--- src/rtl/delay_off_pkg.sv ---
// delay_off_pkg: FSM state encodings and ms-to-cycles conversion shared by the delay-off block.
package delay_off_pkg;

    typedef enum logic [1:0] {
        ST_OFF     = 2'd0,
        ST_ON      = 2'd1,
        ST_HOLD    = 2'd2,
        ST_LOCKOUT = 2'd3
    } state_t;

    function automatic logic [31:0] ms_to_cycles(input int unsigned ms, input int unsigned mhz);
        return 32'(ms * mhz * 1000);
    endfunction

endpackage

--- src/rtl/ms_timer.sv ---
// ms_timer: 32-bit saturating cycle counter with clear, enable and terminal-count compare.
module ms_timer (
    input  logic        clk,
    input  logic        reset_n,
    input  logic        i_clear,
    input  logic        i_enable,
    input  logic [31:0] i_terminal,
    output logic        o_done
);

    logic [31:0] r_count = '0;

    always_ff @(posedge clk) begin
        if (!reset_n || i_clear)
            r_count <= '0;
        else if (i_enable && r_count != '1)
            r_count <= r_count + 32'd1;
    end

    assign o_done = r_count == i_terminal;

endmodule

--- src/rtl/delay_off_ms.sv ---
// delay_off_ms: enable with delayed turn-off and a minimum off (lockout) time.
// Optional DELAY_OFF_FORCE_EN adds a force_off input that jumps straight into lockout.
module delay_off_ms
    import delay_off_pkg::*;
#(
    parameter int unsigned C_CLK_MHZ    = 100,
    parameter int unsigned C_HOLD_MS    = 2,
    parameter int unsigned C_LOCKOUT_MS = 1
) (
    input  logic       clk,
    input  logic       reset_n,
    input  logic       in_signal,
`ifdef DELAY_OFF_FORCE_EN
    input  logic       force_off,
`endif
    output logic       delayed,
    output logic       holding,
    output logic       locked,
    output logic [1:0] state
);

    localparam logic [31:0] N_HOLD = ms_to_cycles(C_HOLD_MS, C_CLK_MHZ);
    localparam logic [31:0] N_LOCK = ms_to_cycles(C_LOCKOUT_MS, C_CLK_MHZ);
    // A zero-length lockout collapses straight to OFF.
    localparam state_t ST_AFTER_HOLD = (N_LOCK == 32'd0) ? ST_OFF : ST_LOCKOUT;

    state_t      r_state   = ST_OFF;
    logic        r_delayed = 1'b0;
    logic        r_holding = 1'b0;
    logic        r_locked  = 1'b0;
    state_t      w_next;
    logic        w_force;
    logic        w_restart;
    logic        w_done;
    logic        w_clear;
    logic        w_enable;
    logic [31:0] w_terminal;
    logic        w_delayed;
    logic        w_holding;
    logic        w_locked;

`ifdef DELAY_OFF_FORCE_EN
    assign w_force = force_off;
`else
    assign w_force = 1'b0;
`endif

    always_ff @(posedge clk) begin
        if (!reset_n) begin
            r_state   <= ST_OFF;
            r_delayed <= 1'b0;
            r_holding <= 1'b0;
            r_locked  <= 1'b0;
        end else begin
            r_state   <= w_next;
            r_delayed <= w_delayed;
            r_holding <= w_holding;
            r_locked  <= w_locked;
        end
    end

    always_comb begin
        w_next    = r_state;
        w_restart = 1'b0;
        case (r_state)
            ST_OFF:     w_next = (in_signal && !w_force) ? ST_ON : ST_OFF;
            ST_ON:      w_next = w_force ? ST_AFTER_HOLD : in_signal ? ST_ON :
                                 (N_HOLD == 32'd0) ? ST_AFTER_HOLD : ST_HOLD;
            ST_HOLD:    w_next = w_force ? ST_AFTER_HOLD : in_signal ? ST_ON :
                                 w_done ? ST_AFTER_HOLD : ST_HOLD;
            ST_LOCKOUT: begin
                w_next    = (w_done && !w_force) ? ST_OFF : ST_LOCKOUT;
                w_restart = w_force;
            end
        endcase
    end

    always_comb begin
        w_delayed = w_next == ST_ON || w_next == ST_HOLD;
        w_holding = w_next == ST_HOLD;
        w_locked  = w_next == ST_LOCKOUT;
    end

    // Counter restarts on every state change so HOLD and LOCKOUT each count from zero.
    assign w_clear    = (w_next != r_state) || w_restart;
    assign w_enable   = r_state == ST_HOLD || r_state == ST_LOCKOUT;
    assign w_terminal = ((r_state == ST_HOLD) ? N_HOLD : N_LOCK) - 32'd1;

    ms_timer u_timer (
        .clk        (clk),
        .reset_n    (reset_n),
        .i_clear    (w_clear),
        .i_enable   (w_enable),
        .i_terminal (w_terminal),
        .o_done     (w_done)
    );

    assign delayed = r_delayed;
    assign holding = r_holding;
    assign locked  = r_locked;
    assign state   = r_state;

endmodule
--- config.mk ---
export PLATFORM = sky130hd
export DESIGN_NAME = delay_off_ms
export DESIGN_NICKNAME = d
export VERILOG_FILES = /design/src/rtl/delay_off_pkg.sv /design/src/rtl/ms_timer.sv /design/src/rtl/delay_off_ms.sv
export SDC_FILE = /design/constraint.sdc
export NUM_CORES = 1
export LEC_CHECK = 0
export BUFFER_PORTS_ARGS = -buffer_cell sky130_fd_sc_hd__buf_2
export CAP_MARGIN = 20
export CORE_MARGIN = 10
export CORE_UTILIZATION = 40
export DETAILED_ROUTE_END_ITERATION = 6
export REMOVE_ABC_BUFFERS = 1
export SYNTH_ARGS = -nofsm -noshare
export SYNTH_HDL_FRONTEND = slang
export SYNTH_HIERARCHICAL = 1
export SYNTH_SLANG_ARGS = --single-unit
--- constraint.sdc ---
create_clock -name clk -period 3.3 [get_ports clk]
set_input_delay 0.99 -clock clk [delete_from_list [all_inputs] [get_ports clk]]
set_output_delay 0.99 -clock clk [all_outputs]
set_load 0.005 [all_outputs]
==> results.cfg <==
[clock_network]
cts_root_buffer = clkbuf_8
clkTransAtPathRegs_ns = 0.07
tritoncts = built
cts_sinks = 37
insertion_delay_ns = 0.29
cts_resized = 0
cts.path.max_buffers = 2
htree_levels = 2
cts_setup_buffers = 0
numCtsBuffers = 5
hold_buffers = 0

[timing]
rsz0062_at_grt = no
fmax_mhz = 380
final.min_clock_period_ns = 2.63
timing.final.crit_share_pct = 79.7
setup_viol = 0
fin_worst_skew_ns = 0.00767
hold-worst-slack_ns = 0.523
setup_tns_ns = 0
slew_violations = 0
slew_headroom_pct = 42.0
worstMarginPinSlew_ns = 0.868
hold_viol = 0

[placement]
port-buffer-count = 7
placed_cells = 364
gp_congestion = 0.816
dpl.hpwl_um = 3880

[worst_setup_path]
r2r_cells = 11
cp-end-kind = flip-flop
start_kind = flip-flop
critPathRequiredTime_ns = 3.48
arrival_ns = 2.82
critPathMaxFanout = 11
crit_type = flip-flop to flip-flop

[floorplan]
num_rows = 27
fp.dieW_um = 95.6
io_pins = 8
die-area_sq_um = 9130
die_h_um = 95.6
initial_core_util_pct = 41.2
core_sq_um = 5540

[synthesis]
syn_area_sq_um = 2280
synth_top_family_by_area = simple AND/OR/NAND/NOR gates
avgSynthCellArea_sq_um = 8.49
async_reset_ff_share_pct = 0
synthFlopType = dfxtp_1
ys_seq_elements = 37
synth_edf_count = 0
synth_compound_area_share_pct = 17.3
synthAdderAreaFrac_pct = 1.64
synth_mux_area_share_pct = 1.53
synth_warnings = 6
yosysUniqueCellTypes = 45
synth_xor_area_share_pct = 14.2
yosysSeqAreaShare_pct = 32.4
synth-simple-area-share_pct = 28.6
syn_inst = 269

[detailed_routing]
drc_errors = 0
firstDrtPassIters = 4
ant_nets = 0
wl_per_cell_um = 14.0
avgViaCountPerCell = 5.31
first_iter_violations = 66
dr_total_vias = 1974
wirelength_um = 5210

[min_path]
worstHoldPathCells = 2
hold_path.class = flip-flop to flip-flop

[final_layout]
areaGrowthSynthToFinish_pct = 11.2
layout.nets = 305
n_fill_cell = 571
n_antenna_cell = 0
final_cells = 372
drive_gt1_share_pct = 11.3

[global_route]
grt_antenna_before_repair = 0
grt_remaining_overflow = 0
grt_usage_pct = 11.6
grt_max_degree = 19
grt_pass1_vias = 1675
grt_pass1_wl_um = 8360

[outcome]
status = complete, no violations

[flow_run]
drv_cap = 0

[pwr]
ir_drop_mv = 0.279
power.leakage_nw = 1.02
power_density_nw_per_um2 = 327
## Yosys cell counts, drive strengths merged, types with 5 or more instances
master / n / area share, %
dfxtp: 37 / 32
a21oi: 21 / 4.8
nor4: 9 / 2.5
nand3: 13 / 2.8
nand2: 21 / 3.5
or3: 12 / 3.3
and3: 9 / 2.8
and4: 8 / 3.6
clkbuf: 6 / 1.0
xor2: 35 / 13
and2: 7 / 1.9
buf: 5 / 1.9
inv: 6 / 0.99
nor2: 11 / 1.8
or4: 7 / 2.3
nand4: 9 / 2.7
o31ai: 7 / 2.5
o21ai: 17 / 3.7
## registers in the layout (all words and copies together), names as in the netlist
name	count
delayed	1
holding	1
locked	1
state	2
u_timer/r_count	32
## worst max-delay path, cell delays in order, from the launching register on
cell and delay (ns):
dfxtp_1 0.46, or2b_1 0.24, inv_1 0.15, xor2_1 0.17, nor4_1 0.28, nand4_1 0.13, nor2_1 0.23, nand2_1 0.08
nand2_1 0.07, nand2b_1 0.39, nor2_1 0.08, a41o_1 0.24
## area by class of cell
cell class / count / area [sq um] / area share (%)
multi-input combinational: 238 / 1540 / 60.6
tap: 72 / 90.1 / 3.55
clock buffer: 6 / 72.6 / 2.86
clock inverter: 2 / 10.0 / 0.394
timing repair buffer: 11 / 65.1 / 2.56
inverter: 6 / 22.5 / 0.886
sequential: 37 / 741 / 29.1
## cells in the final DEF, fill, tap and decap left out, drive strengths merged
cell type,synthesis,final
xnor2,2,2
a41o,1,1
mux2i,2,2
and3,9,9
a31o,2,2
o311ai,1,1
dfxtp,37,37
o2111ai,1,1
and4,8,8
nor2,11,11
or4,7,7
or2b,1,1
or3,12,12
inv,6,6
o21ai,17,17
nand3,13,13
conb,2,25
a211oi,1,1
a2111oi,1,1
a31oi,3,3
nor2b,1,1
xor2,35,35
clkbuf,6,6
nand2,21,21
and2,7,7
ha,3,3
clkinv,0,2
o211ai,3,3
nand2b,3,3
a21oi,21,21
buf,5,11
nand4,9,9
o31ai,7,7
nor4,9,9
o211a,1,1
mux2,1,1
## through the flow
stage                     power, mW  area, sq um  utilization, %  setup WS [ns]
after global routing          0.864         2540            45.9          0.400
after detailed placement      0.530         2460            44.4          0.680
final                         0.831         2540            45.9          0.670
after floorplan               0.507         2300               -          0.586
after CTS                     0.843         2540            45.9          0.644
after global placement        0.530         2460            44.4          0.710
## routing by layer
metal  track usage [%]  vias to the layer above  routed length, um
met1              15.4                      915               2540
li1                  -                     1025                  -
met3              2.12                        6                169
met2              18.0                       28               2430
met4              4.67                        0                 61
met5                 0                        -                  0
## worst paths after layout
kind | start | endpoint | slack, ns
setup reg to reg | state[0] | u_timer/r_count[29] | 0.67
hold reg to reg | u_timer/r_count[6] | u_timer/r_count[6] | 0.52
setup / recovery | state[0] | u_timer/r_count[29] | 0.67
hold / removal | u_timer/r_count[6] | u_timer/r_count[6] | 0.52
## cell families (layout without fill, tap and decap cells)
logic type / count (synthesis) / after routing
AND/OR/NAND/NOR: 111 / 111
AO/OA/AOI/OAI: 59 / 59
XOR/XNOR: 37 / 37
flip-flops: 37 / 37
buffers and inverters: 17 / 25
adder cells (fa/ha/maj): 3 / 3
multiplexers: 3 / 3
other: 2 / 25
## power breakdown
group	total [mW]	internal (mW)	switching [mW]
clock	0.311	0.146	0.165
combinational	0.0669	0.0247	0.0422
sequential	0.453	0.450	0.00276
total	0.831	0.621	0.210
Note: power is estimated with default switching activity, not from simulation.
